==> config.mk <==
export PLATFORM = sky130hd
export DESIGN_NAME = mem_stage
export DESIGN_NICKNAME = d
export VERILOG_FILES = /design/src/rtl/mem_stage.sv
export SDC_FILE = /design/constraint.sdc
export NUM_CORES = 1
export LEC_CHECK = 0
export BUFFER_PORTS_ARGS = -buffer_cell sky130_fd_sc_hd__buf_2
export CORE_AREA = 10 10 154 156
export DETAILED_ROUTE_END_ITERATION = 7
export DIE_AREA = 0 0 164 166
export PLACE_DENSITY = 0.66
export SLEW_MARGIN = 20
export SYNTH_ARGS = -nofsm -noshare
export SYNTH_HDL_FRONTEND = slang
export SYNTH_SLANG_ARGS = --single-unit
export TNS_END_PERCENT = 10
==> constraint.sdc <==
create_clock -name clk -period 14.2 [get_ports clk]
set_clock_uncertainty 0.05 [all_clocks]
set_input_delay 0.71 -clock clk [delete_from_list [all_inputs] [get_ports clk]]
set_output_delay 0.71 -clock clk [all_outputs]
set_load 0.01 [all_outputs]
==> src/rtl/mem_stage.sv <==
// rtl/mem_stage.sv - MIPS MEM stage: req/ack data-memory access, redirect, forwarding probe, MEM/WB register
module mem_stage #(
  parameter int TIMEOUT = 255
) (
  input  logic        clk,
  input  logic        reset,
  input  logic        we,
  input  logic        is_branch,
  input  logic [31:0] pc_branch,
  input  logic        alu_zero,
  input  logic        is_jump,
  input  logic [31:0] pc_jump,
  input  logic        mem_read,
  input  logic        mem_write,
  input  logic        mem_type,
  input  logic        mem_to_reg,
  input  logic [31:0] alu_out,
  input  logic [31:0] data_t,
  input  logic [4:0]  reg_addr,
  input  logic        reg_write,
  output logic        pc_src,
  output logic [31:0] pc_target,
  output logic        mem_busy,
  output logic        mem_error,
  output logic [4:0]  reg_probe,
  output logic [31:0] data_probe,
  output logic        write_probe,
  output logic        dmem_req,
  output logic        dmem_we,
  output logic [31:0] dmem_addr,
  output logic [31:0] dmem_wdata,
  output logic [3:0]  dmem_be,
  input  logic        dmem_ack,
  input  logic [31:0] dmem_rdata,
  output logic [31:0] mem_data_out,
  output logic [31:0] alu_out_wb,
  output logic [4:0]  reg_addr_out,
  output logic        reg_write_out,
  output logic        mem_to_reg_out
);

  typedef enum logic [1:0] {
    S_IDLE = 2'd0,
    S_BUS  = 2'd1,
    S_DONE = 2'd2
  } state_t;

  // Counter compare value; the counter is 8 bits wide so TIMEOUT must be 1..255.
  localparam logic [7:0] TIMEOUT_C = 8'(TIMEOUT);

  state_t      state_q, state_d;
  logic [7:0]  cnt_q, cnt_d;
  logic [31:0] rdata_q, rdata_d;

  logic        dmem_req_q, dmem_req_d;
  logic        dmem_we_q, dmem_we_d;
  logic [31:0] dmem_addr_q, dmem_addr_d;
  logic [31:0] dmem_wdata_q, dmem_wdata_d;
  logic [3:0]  dmem_be_q, dmem_be_d;
  logic        mem_error_q, mem_error_d;

  logic [31:0] mem_data_out_q, mem_data_out_d;
  logic [31:0] alu_out_wb_q, alu_out_wb_d;
  logic [4:0]  reg_addr_out_q, reg_addr_out_d;
  logic        reg_write_out_q, reg_write_out_d;
  logic        mem_to_reg_out_q, mem_to_reg_out_d;

  logic        is_access;
  logic        misaligned;
  logic [7:0]  cnt_inc;
  logic [3:0]  lane_be;
  logic        bus_we;
  logic [3:0]  bus_be;
  logic [31:0] bus_addr;
  logic [31:0] bus_wdata;
  logic [7:0]  load_byte;
  logic [31:0] load_fmt;
  logic        load_wb;

  // Redirect and forwarding probe are pure functions of the EX/MEM inputs.
  always_comb begin
    pc_src      = (is_branch & alu_zero) | is_jump;
    pc_target   = is_jump ? pc_jump : pc_branch;
    reg_probe   = reg_addr;
    data_probe  = alu_out;
    write_probe = reg_write & ~mem_to_reg;
  end

  // Bus request contents derived from the current instruction; byte stores replicate into every lane.
  always_comb begin
    is_access  = mem_read | mem_write;
    misaligned = ~mem_type & (alu_out[1:0] != 2'b00);
    cnt_inc    = cnt_q + 8'd1;
    lane_be    = 4'b0001 << alu_out[1:0];
    bus_we     = mem_write;
    bus_be     = mem_type ? lane_be : 4'b1111;
    bus_addr   = {alu_out[31:2], 2'b00};
    bus_wdata  = mem_type ? {4{data_t[7:0]}} : data_t;
  end

  // Stall while a fresh access is seen in IDLE or the bus is still open.
  always_comb begin
    mem_busy = 1'b0;
    case (state_q)
      S_IDLE:  mem_busy = is_access;
      S_BUS:   mem_busy = 1'b1;
      S_DONE:  mem_busy = 1'b0;
      default: mem_busy = 1'b0;
    endcase
  end

  // Next state, timeout counter, captured read data and the registered bus outputs.
  always_comb begin
    state_d      = state_q;
    cnt_d        = cnt_q;
    rdata_d      = rdata_q;
    dmem_req_d   = 1'b0;
    dmem_we_d    = 1'b0;
    dmem_be_d    = 4'b0000;
    dmem_addr_d  = dmem_addr_q;
    dmem_wdata_d = dmem_wdata_q;
    mem_error_d  = 1'b0;
    case (state_q)
      S_IDLE: begin
        if (is_access) begin
          if (misaligned) begin
            // Misaligned word: never reaches the bus, finishes like a timeout.
            state_d     = S_DONE;
            rdata_d     = 32'd0;
            mem_error_d = 1'b1;
          end else begin
            state_d      = S_BUS;
            cnt_d        = 8'd0;
            dmem_req_d   = 1'b1;
            dmem_we_d    = bus_we;
            dmem_be_d    = bus_be;
            dmem_addr_d  = bus_addr;
            dmem_wdata_d = bus_wdata;
          end
        end
      end
      S_BUS: begin
        if (dmem_ack) begin
          // Ack is checked first so it wins over a coincident timeout.
          state_d = S_DONE;
          rdata_d = dmem_rdata;
          cnt_d   = 8'd0;
        end else if (cnt_inc == TIMEOUT_C) begin
          state_d     = S_DONE;
          rdata_d     = 32'd0;
          cnt_d       = 8'd0;
          mem_error_d = 1'b1;
        end else begin
          cnt_d        = cnt_inc;
          dmem_req_d   = 1'b1;
          dmem_we_d    = bus_we;
          dmem_be_d    = bus_be;
          dmem_addr_d  = bus_addr;
          dmem_wdata_d = bus_wdata;
        end
      end
      S_DONE: begin
        if (we) begin
          state_d = S_IDLE;
        end
      end
      default: begin
        state_d = S_IDLE;
        cnt_d   = 8'd0;
      end
    endcase
  end

  // FSM and bus-side registers; reset drops the request immediately.
  always_ff @(posedge clk or posedge reset) begin
    if (reset) begin
      state_q      <= S_IDLE;
      cnt_q        <= 8'd0;
      rdata_q      <= 32'd0;
      dmem_req_q   <= 1'b0;
      dmem_we_q    <= 1'b0;
      dmem_be_q    <= 4'b0000;
      dmem_addr_q  <= 32'd0;
      dmem_wdata_q <= 32'd0;
      mem_error_q  <= 1'b0;
    end else begin
      state_q      <= state_d;
      cnt_q        <= cnt_d;
      rdata_q      <= rdata_d;
      dmem_req_q   <= dmem_req_d;
      dmem_we_q    <= dmem_we_d;
      dmem_be_q    <= dmem_be_d;
      dmem_addr_q  <= dmem_addr_d;
      dmem_wdata_q <= dmem_wdata_d;
      mem_error_q  <= mem_error_d;
    end
  end

  // Load formatting from captured data: word as-is, byte lane sign-extended, stores yield zero.
  always_comb begin
    load_byte = 8'd0;
    case (alu_out[1:0])
      2'd0:    load_byte = rdata_q[7:0];
      2'd1:    load_byte = rdata_q[15:8];
      2'd2:    load_byte = rdata_q[23:16];
      2'd3:    load_byte = rdata_q[31:24];
      default: load_byte = 8'd0;
    endcase
    if (mem_write || !mem_read) begin
      load_fmt = 32'd0;
    end else if (mem_type) begin
      load_fmt = {{24{load_byte[7]}}, load_byte};
    end else begin
      load_fmt = rdata_q;
    end
  end

  // MEM/WB register advances only when the hazard unit allows it and no access is in flight.
  always_comb begin
    load_wb          = we & ~mem_busy;
    mem_data_out_d   = mem_data_out_q;
    alu_out_wb_d     = alu_out_wb_q;
    reg_addr_out_d   = reg_addr_out_q;
    reg_write_out_d  = reg_write_out_q;
    mem_to_reg_out_d = mem_to_reg_out_q;
    if (load_wb) begin
      mem_data_out_d   = load_fmt;
      alu_out_wb_d     = alu_out;
      reg_addr_out_d   = reg_addr;
      reg_write_out_d  = reg_write;
      mem_to_reg_out_d = mem_to_reg;
    end
  end

  // MEM/WB pipeline register.
  always_ff @(posedge clk or posedge reset) begin
    if (reset) begin
      mem_data_out_q   <= 32'd0;
      alu_out_wb_q     <= 32'd0;
      reg_addr_out_q   <= 5'd0;
      reg_write_out_q  <= 1'b0;
      mem_to_reg_out_q <= 1'b0;
    end else begin
      mem_data_out_q   <= mem_data_out_d;
      alu_out_wb_q     <= alu_out_wb_d;
      reg_addr_out_q   <= reg_addr_out_d;
      reg_write_out_q  <= reg_write_out_d;
      mem_to_reg_out_q <= mem_to_reg_out_d;
    end
  end

  // Registered outputs to ports.
  always_comb begin
    dmem_req       = dmem_req_q;
    dmem_we        = dmem_we_q;
    dmem_addr      = dmem_addr_q;
    dmem_wdata     = dmem_wdata_q;
    dmem_be        = dmem_be_q;
    mem_error      = mem_error_q;
    mem_data_out   = mem_data_out_q;
    alu_out_wb     = alu_out_wb_q;
    reg_addr_out   = reg_addr_out_q;
    reg_write_out  = reg_write_out_q;
    mem_to_reg_out = mem_to_reg_out_q;
  end

endmodule

==> impl_metrics.env, run 1 <==
export IMPL_grt_max_degree=106
export IMPL_clock_sinks=182
export IMPL_synthDominantAreaCellType="dfrtp_1"
export IMPL_grt_pass1_wl_mm=39.4
export IMPL_max_slew_margin=0.283
export IMPL_cts_root_buffer="clkbuf_16"
export IMPL_cts_buffers=17
export IMPL_crit_required_ns=14.45
export IMPL_min_path_cells=1
export IMPL_drv_cap=0
export IMPL_ys_ff_latch=182
export IMPL_yosys_area_top_type_share=0.560
export IMPL_rsz0062_at_grt="no"
export IMPL_arrival_ns=3.43
export IMPL_drive_gt1_frac=0.516
export IMPL_ctsResizeCount=0
export IMPL_fin_util=0.513
export IMPL_min_to="mem_data_out[5]"
export IMPL_dpl_cell_area_sq_mm=0.0100
export IMPL_end_kind="flip-flop"
export IMPL_synth_cells=678
export IMPL_place_gp_congestion=0.800
export IMPL_initial_utilization=0.393
export IMPL_leakage_nw=5.51
export IMPL_fin_crit_ns=3.18
export IMPL_avgSynthCellArea_sq_um=12.0
export IMPL_pre_cts_ws_ns=10.58
export IMPL_design_die_area_sq_mm=0.0272
export IMPL_yosys_top_cells_count="182 x dfrtp_1, 85 x mux2_2, 74 x o21ai_0, 44 x nand2_1, 39 x buf_4"
export IMPL_crit_path_max_fanout=62
export IMPL_wl_mm=25.8
export IMPL_post_drt_wl_per_cell_um=19.9
export IMPL_cts_clk_slew_worst_paths_ns=0.08
export IMPL_vias=6470
export IMPL_hold_class="flip-flop to flip-flop"
export IMPL_r2r_setup_slack_ns=11.15
export IMPL_postRouteAntennaNets=0
export IMPL_hold_viol=0
export IMPL_finalCritPeriodShare=0.224
export IMPL_ys_seq_area_frac=0.560
export IMPL_cp_start_kind="input port"
export IMPL_setup_viol=0
export IMPL_critical_path_class="input port to flip-flop"
export IMPL_irDropWorstVdd_mv=0.0974
export IMPL_cts_setup_buffers=0
export IMPL_antenna_cells=0
export IMPL_cts_hold_buffers=0
export IMPL_grt_usage=0.183
export IMPL_core_sq_mm=0.0207
export IMPL_drcViolationCount=0
export IMPL_htreeDepth=4
export IMPL_ys_warn_count=0
export IMPL_synth_ff_type="dfrtp_1"
export IMPL_synth_async_sr_flop_share=1.00
export IMPL_fillers=1879
export IMPL_ioPinCount=391
export IMPL_post_drt_via_cell_ratio=4.99
export IMPL_reg2reg_depth=8
export IMPL_port_buffers=388
export IMPL_synthMostInstantiatedCell="dfrtp_1"
export IMPL_yosys_top_cells_area="dfrtp_1 56%, mux2_2 12%, o21ai_0 4.6%"
export IMPL_detail_route_iter0_violations=341
export IMPL_max_freq_mhz=315
export IMPL_syn_area_sq_mm=0.00813
export IMPL_regToRegEndpoint="dmem_addr[19]"
export IMPL_final_max_slew_viol_count=0
export IMPL_dr_pass1_iters=5
export IMPL_fin_area_sq_mm=0.0106
export IMPL_final_net_count=1188
export IMPL_fin_setup_tns_ns=0
export IMPL_synth_enable_flop_cells=0
export IMPL_die_h_um=166
export IMPL_rr_startpoint="cnt_q[0]"
export IMPL_power_density_mw_per_mm2=198
export IMPL_grt_pass1_vias=6763
export IMPL_grt_overflow_total=0
export IMPL_die_width_um=164
export IMPL_area_growth_pct=30.5
export IMPL_status="finished clean"
export IMPL_worst_slack_ns=11.02
export IMPL_num_rows=53
export IMPL_worst_pin_slew_ns=1.08
export IMPL_cts_max_path_buffers=2
export IMPL_min_from="mem_data_out[5]"
export IMPL_ys_types=41
export IMPL_cts_tree="built"
export IMPL_insertion_delay_ns=0.42
export IMPL_dp_hpwl_mm=19.6
export IMPL_whs_ns=0.424
export IMPL_antenna_found_initial=2
[placed cells by master, fill, tap and decap left out, types with 2 or more instances in the layout]
| cell | instances |
|---|---|
| mux2_2 | 85 |
| mux2_1 | 15 |
| clkinv_4 | 2 |
| mux2_4 | 9 |
| xor2_1 | 2 |
| inv_1 | 4 |
| a21o_1 | 11 |
| dfrtp_1 | 182 |
| nand3_1 | 29 |
| nor3_1 | 3 |
| ha_1 | 2 |
| clkinv_8 | 6 |
| a21oi_1 | 9 |
| buf_4 | 7 |
| conb_1 | 2 |
| a22o_1 | 32 |
| nor2_1 | 32 |
| a21boi_0 | 2 |
| mux2i_1 | 31 |
| o21ai_2 | 2 |
| nand2b_1 | 3 |
| or3_1 | 4 |
| clkbuf_16 | 17 |
| nand2_1 | 44 |
| buf_2 | 388 |
| o21ai_0 | 73 |
| nor3b_1 | 2 |
| inv_6 | 4 |
| xnor2_1 | 2 |
[kinds of logic (layout without fill, tap and decap cells)]
| kind of cell | after synthesis | count (layout) | synth area share |
|---|---|---|---|
| other cells | 1 | 2 | 0.000461 |
| compound gates | 136 | 136 | 0.105 |
| simple gates | 122 | 122 | 0.0669 |
| mux | 141 | 141 | 0.196 |
| flops | 182 | 182 | 0.560 |
| xor+xnor | 4 | 4 | 0.00431 |
| fa+ha+maj | 2 | 2 | 0.00308 |
| buf+inv | 90 | 433 | 0.0641 |
[worst max-delay path: stages]
cell and delay, ns:
buf_2 0.09, buf_4 0.36, o21ai_2 0.95, and2_4 0.68, inv_4 0.23, mux2_4 0.35
[where the power goes]
| part | internal [mW] | switching, mW |
|---|---|---|
| clock network | 0.254 | 0.230 |
| registers | 0.734 | 0.128 |
| logic | 0.350 | 0.406 |
| total | 1.34 | 0.764 |
[final cells by class]
| cell class | instances | area [sq um] | share of cell area |
|---|---|---|---|
| clock inverters | 14 | 188 | 0.0177 |
| inverters | 6 | 30.0 | 0.00283 |
| repair buffers | 395 | 1990 | 0.188 |
| multi-input cells | 407 | 3080 | 0.290 |
| well taps | 275 | 344 | 0.0324 |
| flip-flops and latches | 182 | 4550 | 0.429 |
| clock buffers | 18 | 429 | 0.0404 |
[registers in the layout, summed over array words and instances, names as in the netlist]
register        cells
alu_out_wb         32
mem_to_reg_out      1
mem_error           1
rdata_q            32
reg_addr_out        5
mem_data_out       32
dmem_req            1
state_q             2
reg_write_out       1
dmem_addr          30
cnt_q               8
dmem_be             4
dmem_wdata         32
dmem_we             1
[worst max path at each step]
stage             start       endpoint  slack (ns)  cells after the start
6_report       mem_type  dmem_addr[19]       11.02                      6
5_1_grt        mem_type  dmem_addr[22]       10.85                      6
4_1_cts        mem_type  dmem_addr[19]       11.03                      6
3_5_place_dp   mem_type  dmem_addr[18]       10.58                      6
3_3_place_gp   mem_type  dmem_addr[17]       10.63                      6
2_1_floorplan     reset  alu_out_wb[0]        8.50                      1
[layer usage]
layer,wire length (um),GRT usage
met1,10100,0.221
met4,299,0.0428
met2,12500,0.299
met3,2850,0.0734
met5,13,0
[metrics by stage]
step           instances  power [mW]
3_3_place_gp        1265        1.62
5_1_grt             1297        2.24
2_1_floorplan        679        1.31
3_5_place_dp        1265        1.64
4_1_cts             1297        2.13
6_report            1297        2.10
Note: power is estimated with default switching activity, not from simulation.
==> run 2: changes to the inputs <==
==> constraint.sdc (replaced) <==
create_clock -name clk -period 3 [get_ports clk]
set_clock_uncertainty 0.05 [all_clocks]
set_input_delay 0.15 -clock clk [delete_from_list [all_inputs] [get_ports clk]]
set_output_delay 0.15 -clock clk [all_outputs]
set_load 0.01 [all_outputs]
==> impl_metrics.env, run 2 (synthesis results as in run 1) <==
export IMPL_dp_hpwl_mm=19.9
export IMPL_leakage_nw=6.01
export IMPL_grt_pass1_wl_mm=43.1
export IMPL_vias=6916
export IMPL_post_drt_via_cell_ratio=4.90
export IMPL_drive_gt1_frac=0.473
export IMPL_detail_route_iter0_violations=353
export IMPL_cp_start_kind="flip-flop"
export IMPL_worst_pin_slew_ns=0.960
export IMPL_wl_mm=27.7
export IMPL_fin_crit_ns=2.75
export IMPL_finalCritPeriodShare=0.915
export IMPL_cp_num_cells=8
export IMPL_crit_path_max_incr_delay_ns=0.43
export IMPL_endpoint="dmem_addr[9]"
export IMPL_num_rows=53
export IMPL_final_net_count=1298
export IMPL_reg2reg_depth=8
export IMPL_die_h_um=166
export IMPL_power_density_mw_per_mm2=868
export IMPL_setup_viol=0
export IMPL_max_freq_mhz=364
export IMPL_rsz0062_at_grt="no"
export IMPL_cts_root_buffer="clkbuf_16"
export IMPL_crit_path_max_fanout=25
export IMPL_drv_cap=0
export IMPL_crit_required_ns=3.27
export IMPL_cts_hold_buffers=103
export IMPL_cts_clk_slew_worst_paths_ns=0.08
export IMPL_cts_tree="built"
export IMPL_whs_ns=0.00687
export IMPL_core_sq_mm=0.0207
export IMPL_layout_commonest_cell="buf_2"
export IMPL_fin_setup_tns_ns=0
export IMPL_end_kind="flip-flop"
export IMPL_antenna_found_initial=2
export IMPL_rr_startpoint="cnt_q[0]"
export IMPL_hold_class="input port to flip-flop"
export IMPL_initial_utilization=0.393
export IMPL_dr_pass1_iters=5
export IMPL_cts_setup_buffers=0
export IMPL_grt_max_degree=72
export IMPL_htreeDepth=4
export IMPL_irDropWorstVdd_mv=0.477
export IMPL_port_buffers=388
export IMPL_area_growth_pct=45.1
export IMPL_status="finished clean"
export IMPL_cts_buffers=17
export IMPL_arrival_ns=3.01
export IMPL_critical_path_buf_inv_count=1
export IMPL_regToRegEndpoint="dmem_addr[9]"
export IMPL_r2r_setup_slack_ns=0.25
export IMPL_grt_pass1_vias=7480
export IMPL_clock_sinks=182
export IMPL_place_gp_congestion=0.815
export IMPL_max_slew_margin=0.359
export IMPL_cts_max_path_buffers=2
export IMPL_die_width_um=164
export IMPL_fillers=1731
export IMPL_crit_path_top_delay_cell="a2111o_1"
export IMPL_grt_overflow_total=0
export IMPL_cp_startpoint="cnt_q[0]"
export IMPL_most_common_layout_cells="388 x buf_2, 182 x dfrtp_1, 103 x dlygate4sd3_1"
export IMPL_critPathTopFamily="simple AND/OR/NAND/NOR gates"
export IMPL_drcViolationCount=0
export IMPL_ioPinCount=391
export IMPL_critical_path_class="flip-flop to flip-flop"
export IMPL_post_drt_wl_per_cell_um=19.6
export IMPL_design_die_area_sq_mm=0.0272
export IMPL_hold_viol=0
export IMPL_crit_chain="ha_1 > nand3_1 > or3_1 > a2111o_1 > o21ai_2 > and2_4 > buf_12 > mux2_2"
export IMPL_postRouteAntennaNets=0
export IMPL_insertion_delay_ns=0.45
export IMPL_final_max_slew_viol_count=0
export IMPL_grt_usage=0.201
export IMPL_ctsResizeCount=0
## run 2: cell count changes in the layout (fill, tap and decap cells not counted), moves of 2 or more
cell,change
inv_6,-2
dlygate4sd3_1,+103
buf_4,+2
diode_2,+3
inv_12,+2
buf_12,+5
## run 2: worst min-delay path by stage
stage              startpoint              to  slack (ns)  depth (start not counted)
2_1_floorplan              we      state_q[1]        0.21                          1
3_3_place_gp   dmem_rdata[12]     rdata_q[12]        0.33                          2
3_5_place_dp   dmem_rdata[28]     rdata_q[28]        0.33                          2
4_1_cts            data_t[15]  dmem_wdata[15]       0.002                          3
5_1_grt            data_t[15]  dmem_wdata[15]        0.02                          3
6_report           data_t[15]  dmem_wdata[15]       0.007                          3
## run 2: final cells by class
type	instances	area, sq um	area share
flip-flops and latches	182	4550	0.386
multi-input cells	407	3080	0.261
clock inverters	15	223	0.0189
repair buffers	505	3140	0.266
inverters	6	28.8	0.00244
well taps	275	344	0.0292
clock buffers	17	425	0.0361
diodes	3	7.51	0.000636
## run 2: metal layers
metal | routed length [um] | GRT usage | vias to the layer above
met4 | 691 | 0.0727 | 0
met1 | 10600 | 0.230 | 3335
met5 | 0 | 0 | -
li1 | - | - | 3236
met3 | 2850 | 0.0783 | 29
met2 | 13500 | 0.333 | 316
## run 2: through the flow
stage          std cells  instance area [sq um]  utilization  worst slack, ns  power, mW
2_1_floorplan        679                   8140            -            0.445       6.21
3_3_place_gp        1272                  10100        0.489            0.297       7.75
3_5_place_dp        1272                  10100        0.489            0.273       7.84
4_1_cts             1407                  11800        0.570            0.232       10.3
5_1_grt             1408                  11800        0.570           0.0797       10.9
6_report            1410                  11800        0.570            0.255       10.2
## run 2: where the power goes
group | total, mW | internal (mW) | switching (mW)
clock | 2.36 | 1.23 | 1.14
sequential | 4.11 | 3.47 | 0.633
combinational | 3.77 | 1.80 | 1.96
total | 10.2 | 6.51 | 3.73
## run 2: tightest hold or removal path: cells and delay by family
kind / cells / cell delay [ns]
buffers and inverters: 1 / 0.07
muxes: 1 / 0.05
AOI/OAI and AO/OA: 1 / 0.18
